**config.mk**
```make
export PLATFORM = sky130hd
export DESIGN_NAME = bcd_lap_counter
export DESIGN_NICKNAME = d
export VERILOG_FILES = /design/src/rtl/bcd_lap_counter.sv
export SDC_FILE = /design/constraint.sdc
export NUM_CORES = 1
export LEC_CHECK = 0
export ABC_AREA = 1
export CORE_ASPECT_RATIO = 1.4
export CORE_MARGIN = 5
export CORE_UTILIZATION = 50
export CTS_CLUSTER_SIZE = 40
export DETAILED_ROUTE_END_ITERATION = 10
export PLACE_DENSITY_LB_ADDON = 0.05
export RECOVER_POWER = 25
export SYNTH_ARGS = -nofsm -noshare
export SYNTH_HDL_FRONTEND = slang
export SYNTH_SLANG_ARGS = --single-unit
export TNS_END_PERCENT = 10
```
**constraint.sdc**
```tcl
create_clock -name clk -period 9.9 [get_ports clk]
set_input_delay 0.99 -clock clk [delete_from_list [all_inputs] [get_ports clk]]
set_output_delay 0.99 -clock clk [all_outputs]
set_load 0.005 [all_outputs]
```
**src/rtl/bcd_lap_counter.sv**
```systemverilog
// Start/pause/direction BCD counter with lap-record slots and a multiplexed 7-segment scan.
// Define BCD_LAP_WRAP_EN to wrap at the limits instead of saturating.
module bcd_lap_digit (
  input  logic [3:0] i_d,
  input  logic       i_cin,
  input  logic       i_up,
  output logic [3:0] o_d,
  output logic       o_cout
);
  always_comb begin
    o_d    = i_d;
    o_cout = 1'b0;
    if (i_d > 4'd9) begin
      o_d = 4'd0;
    end else if (i_cin) begin
      if (i_up) begin
        if (i_d == 4'd9) begin
          o_d    = 4'd0;
          o_cout = 1'b1;
        end else begin
          o_d = i_d + 4'd1;
        end
      end else begin
        if (i_d == 4'd0) begin
          o_d    = 4'd9;
          o_cout = 1'b1;
        end else begin
          o_d = i_d - 4'd1;
        end
      end
    end
  end
endmodule

module bcd_lap_counter #(
  parameter  int N_DIGITS  = 4,
  parameter  int LAP_DEPTH = 4,
  localparam int LW        = $clog2(LAP_DEPTH),
  localparam int DW        = $clog2(N_DIGITS)
) (
  input  logic                  clk,
  input  logic                  reset,
  input  logic                  tick,
  input  logic                  scan_tick,
  input  logic                  en_pulse,
  input  logic                  dir_pulse,
  input  logic                  record_pulse,
  input  logic [LW-1:0]         lap_sel,
  output logic [4*N_DIGITS-1:0] count,
  output logic [4*N_DIGITS-1:0] lap_value,
  output logic [LW:0]           lap_count,
  output logic                  lap_full,
  output logic [N_DIGITS-1:0]   DIGIT,
  output logic [6:0]            DISPLAY,
  output logic                  max,
  output logic                  min
);
  typedef enum logic [2:0] {INIT, COUNTUP, COUNTDOWN, PAUSEUP, PAUSEDOWN} state_t;

  state_t                              r_state, w_state_nxt;
  logic [N_DIGITS-1:0][3:0]            r_count, w_count_nxt;
  logic [N_DIGITS:0]                   w_carry;
  logic                                w_up, w_dn, w_step, w_hold, w_all9, w_zero, w_rec;
  logic [LAP_DEPTH-1:0][4*N_DIGITS-1:0] r_slot;
  logic [LW:0]                         r_lap_count;
  logic [4*N_DIGITS-1:0]               r_lap_value;
  logic [DW-1:0]                       r_idx, w_idx_nxt;
  logic [N_DIGITS-1:0]                 r_digit;
  logic [6:0]                          r_display;

  function automatic logic [6:0] seg7(input logic [3:0] d);
    case (d)
      4'd0: seg7 = 7'b0000001;
      4'd1: seg7 = 7'b1001111;
      4'd2: seg7 = 7'b0010010;
      4'd3: seg7 = 7'b0000110;
      4'd4: seg7 = 7'b1001100;
      4'd5: seg7 = 7'b0100100;
      4'd6: seg7 = 7'b0100000;
      4'd7: seg7 = 7'b0001111;
      4'd8: seg7 = 7'b0000000;
      4'd9: seg7 = 7'b0000100;
      default: seg7 = 7'b0000001;
    endcase
  endfunction

  always_ff @(posedge clk or posedge reset)
    if (reset) r_state <= INIT;
    else       r_state <= w_state_nxt;

  // en_pulse is tested first so it wins over a simultaneous dir_pulse
  always_comb begin
    w_state_nxt = r_state;
    case (r_state)
      INIT:      if (en_pulse) w_state_nxt = COUNTUP;
      COUNTUP:   if (en_pulse) w_state_nxt = PAUSEUP;   else if (dir_pulse) w_state_nxt = COUNTDOWN;
      COUNTDOWN: if (en_pulse) w_state_nxt = PAUSEDOWN; else if (dir_pulse) w_state_nxt = COUNTUP;
      PAUSEUP:   if (en_pulse) w_state_nxt = COUNTUP;   else if (dir_pulse) w_state_nxt = PAUSEDOWN;
      PAUSEDOWN: if (en_pulse) w_state_nxt = COUNTDOWN; else if (dir_pulse) w_state_nxt = PAUSEUP;
      default:   w_state_nxt = INIT;
    endcase
  end

  assign w_up     = (r_state == COUNTUP);
  assign w_dn     = (r_state == COUNTDOWN);
  assign w_step   = tick & (w_up | w_dn);
  assign w_carry[0] = 1'b1;

  for (genvar g = 0; g < N_DIGITS; g++) begin : g_dig
    bcd_lap_digit u_dig (
      .i_d    (r_count[g]),
      .i_cin  (w_carry[g]),
      .i_up   (w_up),
      .o_d    (w_count_nxt[g]),
      .o_cout (w_carry[g+1])
    );
  end

  // A carry/borrow out of the top digit means the count sits at its limit
`ifdef BCD_LAP_WRAP_EN
  assign w_hold = 1'b0 & w_carry[N_DIGITS];
`else
  assign w_hold = w_carry[N_DIGITS];
`endif

  always_comb begin
    w_all9 = 1'b1;
    w_zero = 1'b1;
    for (int i = 0; i < N_DIGITS; i++) begin
      if (r_count[i] != 4'd9) w_all9 = 1'b0;
      if (r_count[i] != 4'd0) w_zero = 1'b0;
    end
  end

  always_ff @(posedge clk or posedge reset)
    if (reset)                 r_count <= '0;
    else if (w_step && !w_hold) r_count <= w_count_nxt;

  assign w_rec    = record_pulse && (r_state != INIT) && !lap_full;
  assign lap_full = (r_lap_count == (LW+1)'(LAP_DEPTH));

  always_ff @(posedge clk or posedge reset)
    if (reset) begin
      r_slot      <= '0;
      r_lap_count <= '0;
      r_lap_value <= '0;
    end else begin
      if (w_rec) begin
        r_slot[r_lap_count[LW-1:0]] <= r_count;
        r_lap_count                 <= r_lap_count + (LW+1)'(1);
      end
      r_lap_value <= ({1'b0, lap_sel} < r_lap_count) ? r_slot[lap_sel] : '0;
    end

  // DIGIT and DISPLAY advance together so the lit digit always shows its own value
  assign w_idx_nxt = (r_idx == DW'(N_DIGITS-1)) ? '0 : r_idx + DW'(1);

  always_ff @(posedge clk or posedge reset)
    if (reset) begin
      r_idx     <= '0;
      r_digit   <= ~N_DIGITS'(1);
      r_display <= 7'b0000001;
    end else if (scan_tick) begin
      r_idx     <= w_idx_nxt;
      r_digit   <= ~(N_DIGITS'(1) << w_idx_nxt);
      r_display <= seg7(r_count[w_idx_nxt]);
    end

  assign count     = r_count;
  assign lap_value = r_lap_value;
  assign lap_count = r_lap_count;
  assign DIGIT     = r_digit;
  assign DISPLAY   = r_display;
  assign max       = (r_state == COUNTUP || r_state == PAUSEUP) && w_all9;
  assign min       = (r_state == COUNTDOWN || r_state == PAUSEDOWN) && w_zero;
endmodule

```
==> results of run 1 <==
## registers in the layout, summed over array words and instances (netlist names)
| signal | flops |
|---|---|
| r_slot | 64 |
| count | 16 |
| lap_value | 16 |
| DISPLAY | 7 |
| DIGIT | 4 |
| lap_count | 3 |
| r_state | 3 |
| r_idx | 2 |
## cell families after synthesis
family	share of synthesized area, %
AND/OR/NAND/NOR	21.5
buffers and inverters	8.08
flip-flops	46.8
AO/OA/AOI/OAI	17.6
XOR/XNOR	0.995
adder cells (fa/ha/maj)	5.08
## report_power, final
part | total [mW] | internal (mW) | switching (mW)
Clock | 0.598 | 0.386 | 0.212
Combinational | 1.17 | 0.477 | 0.696
Sequential | 0.872 | 0.687 | 0.185
Total | 2.64 | 1.55 | 1.09
## critical path, stage by stage (launching register included)
cell and delay [ns]:
sky130_fd_sc_hd__dfrtp_1 0.47, sky130_fd_sc_hd__inv_1 0.23, sky130_fd_sc_hd__ha_1 0.22, sky130_fd_sc_hd__nand2_1 0.07
sky130_fd_sc_hd__nor2_2 0.23, sky130_fd_sc_hd__nand3_1 0.14, sky130_fd_sc_hd__nor4_1 0.32, sky130_fd_sc_hd__clkdlybuf4s50_1 0.57
## per-stage QoR
stage          total power [mW]  hold slack, ns  setup slack, ns  area [um^2]  utilization (%)
2_1_floorplan              1.64           0.457             5.87         6160                -
3_3_place_gp               2.02           0.457             6.80         6790             55.7
3_5_place_dp               2.05           0.464             6.70         6790             55.7
4_1_cts                    2.66           0.475             6.25         7360             60.4
5_1_grt                    2.86           0.498             6.09         7340             60.2
6_report                   2.64           0.470             6.24         7340             60.2
## layer usage
| metal | vias up | part of all wire [%] | global-route usage, % |
|---|---|---|---|
| met4 | 0 | 2.3 | 7.78 |
| met1 | 2525 | 41 | 26.8 |
| li1 | 2580 | - | - |
| met5 | - | 0 | 0 |
| met2 | 156 | 52 | 39.9 |
| met3 | 26 | 4.1 | 4.51 |
## placed cells by master, fill, tap and decap left out, drive strengths merged
cell type	count
o211ai	10
dlygate4sd3	4
nor2	38
nand2	200
buf	5
xor2	7
inv	80
dfstp	4
o21a	32
ha	25
a31oi	1
nor3	2
a211oi	1
clkinvlp	4
clkbuf	23
a21boi	1
nand3	40
bufinv	2
clkdlybuf4s50	53
nand4	18
nand3b	1
dfrtp	111
clkinv	5
a21oi	62
nor4	2
o21ai	85
## synth_stat cells, types with 2 or more instances
| master | count | area (um^2) |
|---|---|---|
| sky130_fd_sc_hd__nand2_1 | 196 | 736 |
| sky130_fd_sc_hd__dfrtp_1 | 111 | 2780 |
| sky130_fd_sc_hd__inv_1 | 78 | 293 |
| sky130_fd_sc_hd__o21ai_0 | 70 | 350 |
| sky130_fd_sc_hd__a21oi_1 | 61 | 305 |
| sky130_fd_sc_hd__nand3_1 | 36 | 180 |
| sky130_fd_sc_hd__o21a_1 | 32 | 240 |
| sky130_fd_sc_hd__nor2_1 | 30 | 113 |
| sky130_fd_sc_hd__buf_2 | 26 | 130 |
| sky130_fd_sc_hd__ha_1 | 25 | 313 |
| sky130_fd_sc_hd__nand4_1 | 18 | 113 |
| sky130_fd_sc_hd__o21ai_1 | 14 | 70.1 |
| sky130_fd_sc_hd__clkbuf_1 | 10 | 37.5 |
| sky130_fd_sc_hd__o211ai_1 | 10 | 75.1 |
| sky130_fd_sc_hd__xor2_1 | 7 | 61.3 |
| sky130_fd_sc_hd__nor2_2 | 6 | 37.5 |
| sky130_fd_sc_hd__dfstp_2 | 4 | 105 |
| sky130_fd_sc_hd__nand2_2 | 4 | 25.0 |
| sky130_fd_sc_hd__inv_2 | 3 | 11.3 |
| sky130_fd_sc_hd__nand3_2 | 2 | 20.0 |
| sky130_fd_sc_hd__nand3_4 | 2 | 35.0 |
| sky130_fd_sc_hd__nor2_4 | 2 | 22.5 |
| sky130_fd_sc_hd__nor3_1 | 2 | 10.0 |
| sky130_fd_sc_hd__nor4_1 | 2 | 12.5 |
## worst paths after layout
check	endpoint	slack, ns	from
worst max-delay path	max	6.24	count[9]$_DFFE_PP0P_
worst min-delay path	DISPLAY[0]$_DFFE_PP1P_	0.47	DISPLAY[0]$_DFFE_PP1P_
worst max register to register	r_slot[32]$_DFFE_PP0P_	7.03	lap_count[0]$_DFFE_PP0P_
worst min register to register	DISPLAY[0]$_DFFE_PP1P_	0.47	DISPLAY[0]$_DFFE_PP1P_
max in group asynchronous	r_slot[41]$_DFFE_PP0P_	6.72	reset
min in group asynchronous	r_slot[35]$_DFFE_PP0P_	1.51	reset
## area by class of cell
type	count	area (um^2)
fillers	1121	4850
flip-flops and latches	115	2880
multi-input cells	525	2770
clock buffers	21	470
repair buffers	64	616
inverters	82	309
well taps	150	188
clock inverters	9	106
==> results.yml, run 1 <==
global_routing:
  grtUsageTotal_pct: 22.3
  grt_start_max_net_pins: 73
  wire_length_of_the_first_global_routing_pass_um: 26400
  number_of_global_route_vias_before_repair: 5238
  grt_antenna_before_repair: 0
  grt_overflow_total: 0
worst_setup_path:
  worst_ep_required_time_ns: 8.91
  endpoint_kind: "primary output"
  rr_worst_depth: 8
  data_arrival_time_at_the_worst_slack_endpoint_ns: 2.67
  setup.worst_path.class: "flop to primary output"
  setup.worst_path.start_class: "flop"
  crit_fanout: 9
drt:
  detail-route-antenna-nets: 0
  drc_errors: 0
  finalWirelength_um: 16000
  num_vias: 5287
  routed_via_density: 5.47
  first_pass_iters: 5
  drtIter0Drc: 282
  detail_route.wl_per_cell_um: 16.6
synth:
  async_reset_ff_share_pct: 100
  synth.cell_area_um2: 6160
  ys.flop_type: "sky130_fd_sc_hd__dfrtp_1"
  synth.distinct_cells: 34
  yosysSeqAreaShare_pct: 46.8
  yosys_register_bits: 115
  yosys_warnings: 0
  synthesis.area_per_instance_um2: 8.10
  number_of_synthesized_flops_with_an_enable_pin: 0
  synthesis.nets: 795
  cells_after_synth: 761
clock_network:
  cts-resized-gates: 0
  cts_tree: "done"
  later_pin_clock_latency_in_the_skew_report_ns: 0.41
  hold_buffers: 0
  cts_inserted_buffers: 17
  cts.htree.levels: 4
  clockBufferDepth: 2
  post-cts-setup-buffer-count: 0
  clkSinkCount: 115
  clockRootBuffer: "sky130_fd_sc_hd__clkbuf_16"
  clock_pin_slew_on_the_worst_setup_and_hold_paths_ns: 0.05
power_and_ir_drop:
  irDropWorstVdd_v: 0.000174
  cell_area_power_density_nw_per_um2: 360
  standby_leakage_power_nw: 3.39
flow_run:
  drv.max_cap_violation_count: 1
cells_and_area:
  nNetsFinal: 839
  stdcell_count: 966
  antenna-diode-count: 0
  area_overhead_vs_synth_pct: 19.1
  layout-drive-gt1-share_pct: 7.48
status:
  violations: "max-capacitance violations, max-slew violations"
  outcome: "finished with violations"
worst_hold_path:
  hold_path_cells: 2
  hp-class: "flop to flop"
placement:
  gpl.final_weighted_congestion: 0.930
  place_hpwl_um: 10900
  port-buffer-count: 57
  placed_cells: 936
timing:
  number_of_pins_with_negative_max_slew_slack_in_the_final_report: 45
  hold_violations: 0
  layout_min_cycle_time_ns: 3.66
  slew_headroom_pct: -27.4
  totalNegativeSetupSlack_ns: 0
  tightest_slew_ns: 1.90
  finalCritPeriodShare_pct: 36.9
  setup_viol: 0
  worst_clock_skew_ns: 0.0123
  rsz0062_at_grt: "no"
  achievable-frequency_mhz: 274
floorplan:
  die_width_um: 104
  core_region_area_um2: 12200
  placement_rows: 48
  floorplan.io_pins: 58
  initial_util_pct: 50.5
  dieArea_um2: 14700
  die-height_um: 141
(Power assumes the default switching activity.)
==> run 2, diff against run 1 <==
Clock period 9.9 ns to 3.45 ns, I/O delays scaled along.
==> run 2 against run 1 <==
Effect of this change: critical path type unchanged; largest power group unchanged; count of clock-buffer cells in the layout fell by 4; core utilization rose by 0.81 points; wire length rose by 0.97%; the run still ends with max-capacitance violations, max-slew violations left; critical endpoint unchanged; clock power rose to 3.0 times the previous value; largest cell class unchanged.
==> results.yml, run 2 (synthesized netlist as in run 1, its figures left out) <==
cells_and_area:
  layout.cells.most_common: "sky130_fd_sc_hd__nand2_1"
  area_overhead_vs_synth_pct: 20.7
  filler_cell_count: 1112
  regMostFlops: "r_slot"
  nNetsFinal: 846
  largest_register_ff_count: 64
  layout-drive-gt1-share_pct: 8.86
  antenna-diode-count: 0
  mostFrequentLayoutCells: "196 x sky130_fd_sc_hd__nand2_1, 111 x sky130_fd_sc_hd__dfrtp_1, 77 x sky130_fd_sc_hd__inv_1, 70 x sky130_fd_sc_hd__o21ai_0, 61 x sky130_fd_sc_hd__a21oi_1"
drt:
  routed_via_density: 5.44
  finalWirelength_um: 16200
  detail_route.wl_per_cell_um: 16.6
  num_vias: 5298
  drc_errors: 0
  drtIter0Drc: 308
  detail-route-antenna-nets: 0
  first_pass_iters: 5
timing:
  finalCritPeriodShare_pct: 83.1
  layout_min_cycle_time_ns: 2.87
  worst_clock_skew_ns: 0.0105
  achievable-frequency_mhz: 349
  slew_headroom_pct: -10.3
  rsz0062_at_grt: "no"
  tightest_slew_ns: 1.64
  hold_violations: 0
  number_of_pins_with_negative_max_slew_slack_in_the_final_report: 40
  totalNegativeSetupSlack_ns: 0
  whs_ns: 0.468
  setup_viol: 0
placement:
  port-buffer-count: 57
  place_hpwl_um: 11400
  gpl.final_weighted_congestion: 0.920
floorplan:
  die-height_um: 141
  floorplan.io_pins: 58
  die_width_um: 104
  core_region_area_um2: 12200
  dieArea_um2: 14700
  placement_rows: 48
  initial_util_pct: 50.5
worst_setup_path:
  setup.worst_path.start_class: "flop"
  worst_ep_required_time_ns: 3.11
  r2r_path_end: "DISPLAY[3]$_DFFE_PP0P_"
  data_arrival_time_at_the_worst_slack_endpoint_ns: 2.52
  endpoint_kind: "primary output"
  timing.critical_path.from: "count[9]$_DFFE_PP0P_"
  rr_worst_depth: 9
  setup.worst_path.class: "flop to primary output"
  worstReg2RegStart: "r_idx[0]$_DFFE_PP0P_"
  crit_fanout: 9
  worst-r2r-setup-slack_ns: 1.12
power_and_ir_drop:
  standby_leakage_power_nw: 3.45
  irDropWorstVdd_v: 0.000585
  cell_area_power_density_nw_per_um2: 1040
global_routing:
  number_of_global_route_vias_before_repair: 5287
  grt_antenna_before_repair: 0
  wire_length_of_the_first_global_routing_pass_um: 26600
  use_met2_pct: 40.5
  grtUsageTotal_pct: 22.8
  groute.layer.met1.usage_pct: 27.0
  global_route_met3_usage_pct: 4.23
  grt_start_max_net_pins: 46
  grt_overflow_total: 0
  most_used_routing_layer_in_global_routing: "met2"
flow_run:
  drv.max_cap_violation_count: 1
clock_network:
  hold_buffers: 0
  post-cts-setup-buffer-count: 0
  clock_pin_slew_on_the_worst_setup_and_hold_paths_ns: 0.05
  later_pin_clock_latency_in_the_skew_report_ns: 0.41
  cts.htree.levels: 4
  clockBufferDepth: 2
  cts_tree: "done"
  clkSinkCount: 115
  cts-resized-gates: 0
  clockRootBuffer: "sky130_fd_sc_hd__clkbuf_16"
  cts_inserted_buffers: 17
worst_hold_path:
  hp-class: "flop to flop"
  timing.hold.worst_endpoint: "DISPLAY[0]$_DFFE_PP1P_"
  hold_path_cells: 2
  hold_path_start: "DISPLAY[0]$_DFFE_PP1P_"
status:
  outcome: "finished with violations"
  violations: "max-capacitance violations, max-slew violations"
run 2: cell count changes in the layout (fill, tap and decap cells not counted), moves of 2 or more:
| cell | delta |
|---|---|
| sky130_fd_sc_hd__clkinv_4 | +4 |
| sky130_fd_sc_hd__o21ai_0 | -6 |
| sky130_fd_sc_hd__o21ai_1 | +6 |
| sky130_fd_sc_hd__clkinv_2 | -2 |
| sky130_fd_sc_hd__clkbuf_8 | -3 |
| sky130_fd_sc_hd__dlygate4sd3_1 | -3 |
| sky130_fd_sc_hd__clkbuf_1 | -3 |
| sky130_fd_sc_hd__inv_6 | +3 |
| sky130_fd_sc_hd__clkdlybuf4s50_1 | +3 |
| sky130_fd_sc_hd__buf_4 | +8 |
run 2: critical path, cell delays in order (launching register included):
cell	delay [ns]
sky130_fd_sc_hd__dfrtp_1	0.46
sky130_fd_sc_hd__inv_1	0.23
sky130_fd_sc_hd__ha_1	0.21
sky130_fd_sc_hd__nand2_1	0.07
sky130_fd_sc_hd__nor2_2	0.20
sky130_fd_sc_hd__nand3_1	0.12
sky130_fd_sc_hd__nor4_1	0.26
sky130_fd_sc_hd__clkdlybuf4s50_1	0.56
run 2: routing by layer:
| layer | routed length, um | vias to the layer above |
|---|---|---|
| met5 | 0 | - |
| li1 | - | 2607 |
| met1 | 6650 | 2519 |
| met2 | 8460 | 147 |
| met3 | 626 | 25 |
| met4 | 424 | 0 |
run 2: per-stage QoR:
step	setup slack (ns)	cells	utilization [%]	instance area [um^2]	power (mW)
3_3_place_gp	1.03	943	56.2	6850	5.86
6_report	0.582	974	61.0	7440	7.72
2_1_floorplan	0.0676	761	-	6160	4.70
3_5_place_dp	0.992	943	56.2	6850	5.96
5_1_grt	0.348	974	61.0	7440	8.37
4_1_cts	0.546	974	61.2	7460	7.79
run 2: worst max path at each step:
stage	end	slack (ns)	cells past startpoint
2_1_floorplan	DIGIT[0]$_DFFE_PP0P_	0.07	1
3_3_place_gp	max	1.03	7
3_5_place_dp	max	0.99	7
4_1_cts	max	0.55	7
5_1_grt	max	0.35	7
6_report	max	0.58	7
run 2: layout make-up:
cell class | count | area (um^2) | share of cell area [%]
Inverter | 82 | 309 | 4.15
Sequential cell | 115 | 2880 | 38.7
Clock inverter | 14 | 180 | 2.42
Clock buffer | 17 | 425 | 5.72
Timing Repair Buffer | 71 | 673 | 9.05
Multi-Input combinational cell | 525 | 2780 | 37.4
Tap cell | 150 | 188 | 2.52
run 2: report_power, final:
part | internal, mW | total [mW] | switching [mW] | leakage, nW
combinational | 1.41 | 3.48 | 2.06 | 1.73
sequential | 1.97 | 2.46 | 0.486 | 1.43
clock | 1.14 | 1.79 | 0.645 | 0.290
==> run 3, diff against run 2 <==
Clock period 3.45 ns to 2.7 ns, I/O delays scaled along.
==> run 3 against run 2 <==
Effect of this change: the run now ends clean; register-to-register slack lost 0.57 ns; count of clock-buffer cells in the layout grew 4; global-route usage shrank 0.35 points; critical path type unchanged; critical path depth is the same; setup slack lost 0.48 ns; largest power group unchanged; sequential power grew 26%.
==> results.yml, run 3 (synthesized netlist as in run 1, its figures left out) <==
worst_setup_path:
  setup.worst_path.start_class: "flop"
  rr_worst_depth: 13
  worst-r2r-setup-slack_ns: 0.55
  crit_fanout: 9
  endpoint_kind: "primary output"
  worst_ep_required_time_ns: 2.43
  r2r_path_end: "DISPLAY[2]$_DFFE_PP0P_"
  data_arrival_time_at_the_worst_slack_endpoint_ns: 2.33
  worstReg2RegStart: "r_idx[0]$_DFFE_PP0P_"
  setup.worst_path.class: "flop to primary output"
cells_and_area:
  layout-drive-gt1-share_pct: 10.2
  antenna-diode-count: 0
  layout.cells.most_common: "sky130_fd_sc_hd__nand2_1"
  final_core_utilization_pct: 61.9
  mostFrequentLayoutCells: "196 x sky130_fd_sc_hd__nand2_1, 108 x sky130_fd_sc_hd__dfrtp_1, 77 x sky130_fd_sc_hd__inv_1, 70 x sky130_fd_sc_hd__o21ai_0, 61 x sky130_fd_sc_hd__a21oi_1"
  largest_register_ff_count: 64
  filler_cell_count: 1073
  nNetsFinal: 854
  area_overhead_vs_synth_pct: 22.5
  regMostFlops: "r_slot"
status:
  outcome: "finished, final reports clean"
floorplan:
  die-height_um: 141
  floorplan.io_pins: 58
  die_width_um: 104
  placement_rows: 48
  core_region_area_um2: 12200
  initial_util_pct: 50.5
  dieArea_um2: 14700
clock_network:
  cts.htree.levels: 4
  cts_tree: "done"
  clock_pin_slew_on_the_worst_setup_and_hold_paths_ns: 0.05
  clkSinkCount: 115
  clockRootBuffer: "sky130_fd_sc_hd__clkbuf_16"
  cts_inserted_buffers: 17
  hold_buffers: 0
  later_pin_clock_latency_in_the_skew_report_ns: 0.42
  clockBufferDepth: 2
  post-cts-setup-buffer-count: 0
global_routing:
  grt_overflow_total: 0
  grt_antenna_before_repair: 0
  number_of_global_route_vias_before_repair: 5214
  grt_start_max_net_pins: 47
  grtUsageTotal_pct: 22.4
  wire_length_of_the_first_global_routing_pass_um: 26500
power_and_ir_drop:
  p_comb_share_pct: 45.5
  power_frac_clock_pct: 23.5
  cell_internal_pwr_mw: 5.94
  power.sequential.fraction_pct: 31.0
  swShare_pct: 40.7
  cell_area_power_density_nw_per_um2: 1330
  standby_leakage_power_nw: 3.50
  irDropWorstVdd_v: 0.000671
  p_sw_mw: 4.08
  p_total_mw: 10.0
timing:
  finalCritPeriodShare_pct: 96.4
  postLayoutSetupSlackWorst_ns: 0.0981
  layout_min_cycle_time_ns: 2.60
  number_of_pins_with_negative_max_slew_slack_in_the_final_report: 0
  achievable-frequency_mhz: 384
  rsz0062_at_grt: "yes"
  setup_viol: 0
  hold_violations: 0
  worst_clock_skew_ns: 0.00999
  slew_headroom_pct: 10.6
  tightest_slew_ns: 1.33
drt:
  finalWirelength_um: 16000
  detail-route-antenna-nets: 0
  detail_route.wl_per_cell_um: 16.2
  num_vias: 5304
  first_pass_iters: 5
  drtIter0Drc: 376
  routed_via_density: 5.40
  drc_errors: 0
flow_run:
  drv.max_cap_violation_count: 0
worst_hold_path:
  hold_path_cells: 2
  hp-class: "flop to flop"
  hold_path_start: "DISPLAY[0]$_DFFE_PP1P_"
  timing.hold.worst_endpoint: "DISPLAY[0]$_DFFE_PP1P_"
placement:
  port-buffer-count: 57
  place_hpwl_um: 11200
  placement.setup.worst_slack_ns: 0.425
  gpl.final_weighted_congestion: 0.901
-- run 3: cell types whose count changed in the layout (fill, tap and decap cells not counted), moves of 2 or more --
cell                       delta
sky130_fd_sc_hd__clkbuf_8     +4
sky130_fd_sc_hd__clkinv_4     -2
sky130_fd_sc_hd__buf_4        +6
sky130_fd_sc_hd__inv_6        -2
sky130_fd_sc_hd__dfrtp_2      +3
sky130_fd_sc_hd__dfrtp_1      -3
-- run 3: layout make-up --
type                    count  area, um^2  share of cell area, %
clock buffers              21         480                   6.36
clock inverters            11         150                   1.99
inverters                  82         309                   4.09
multi-input cells         525        2790                   37.0
flip-flops and latches    115        2890                   38.2
well taps                 150         188                   2.49
repair buffers             79         742                   9.83
-- run 3: critical path, cell delays in order (launching register included) --
cell and delay (ns):
sky130_fd_sc_hd__dfrtp_2 0.46, sky130_fd_sc_hd__inv_1 0.09, sky130_fd_sc_hd__ha_1 0.17, sky130_fd_sc_hd__nand2_1 0.10, sky130_fd_sc_hd__nor2_4 0.17, sky130_fd_sc_hd__nand3_1 0.12
sky130_fd_sc_hd__nor4_2 0.26, sky130_fd_sc_hd__clkdlybuf4s50_1 0.55
-- run 3: power by group through the flow --
stage	Clock [mW]	Combinational, mW	Sequential (mW)
4_1_cts	2.39	4.57	3.10
6_report	2.36	4.56	3.11
2_1_floorplan	0	3.09	2.92
3_5_place_dp	0	4.53	3.13
3_3_place_gp	0	4.44	3.09
5_1_grt	2.48	5.16	3.20
-- run 3: per-layer routing --
metal / vias up / part of all wire, % / track usage (%)
met5: - / 0 / 0
met4: 0 / 2.1 / 7.78
met3: 24 / 4.8 / 4.55
met2: 154 / 53 / 40.2
met1: 2519 / 40 / 26.7
li1: 2607 / - / -
-- run 3: through the flow --
step	setup TNS [ns]	std cells	area, um^2	hold slack, ns
2_1_floorplan	0	761	6170	0.377
6_report	0	983	7550	0.472
4_1_cts	0	983	7560	0.325
3_5_place_dp	0	951	6920	0.464
3_3_place_gp	0	951	6920	0.457
5_1_grt	-0.0236	983	7550	0.494
-- run 3: how the worst max path moves through the flow --
stage | from | endpoint | slack (ns) | cells past startpoint
after floorplan | r_idx[0]$_DFFE_PP0P_ | DISPLAY[2]$_DFFE_PP0P_ | 0.80 | 13
after global placement | count[9]$_DFFE_PP0P_ | max | 0.46 | 7
after detailed placement | count[9]$_DFFE_PP0P_ | max | 0.43 | 7
after CTS | count[9]$_DFFE_PP0P_ | max | 0.03 | 7
after global routing | count[9]$_DFFE_PP0P_ | max | -0.02 | 7
final | count[9]$_DFFE_PP0P_ | max | 0.1 | 7
-- run 3: repair_timing --
| action | CTS | global route |
|---|---|---|
| cloned | 0 | 0 |
| hold endpoints to repair | 0 | 0 |
| setup endpoints to repair | 1 | 2 |
| pin swaps | 0 | 0 |
| gates resized for setup | 1 | 4 |
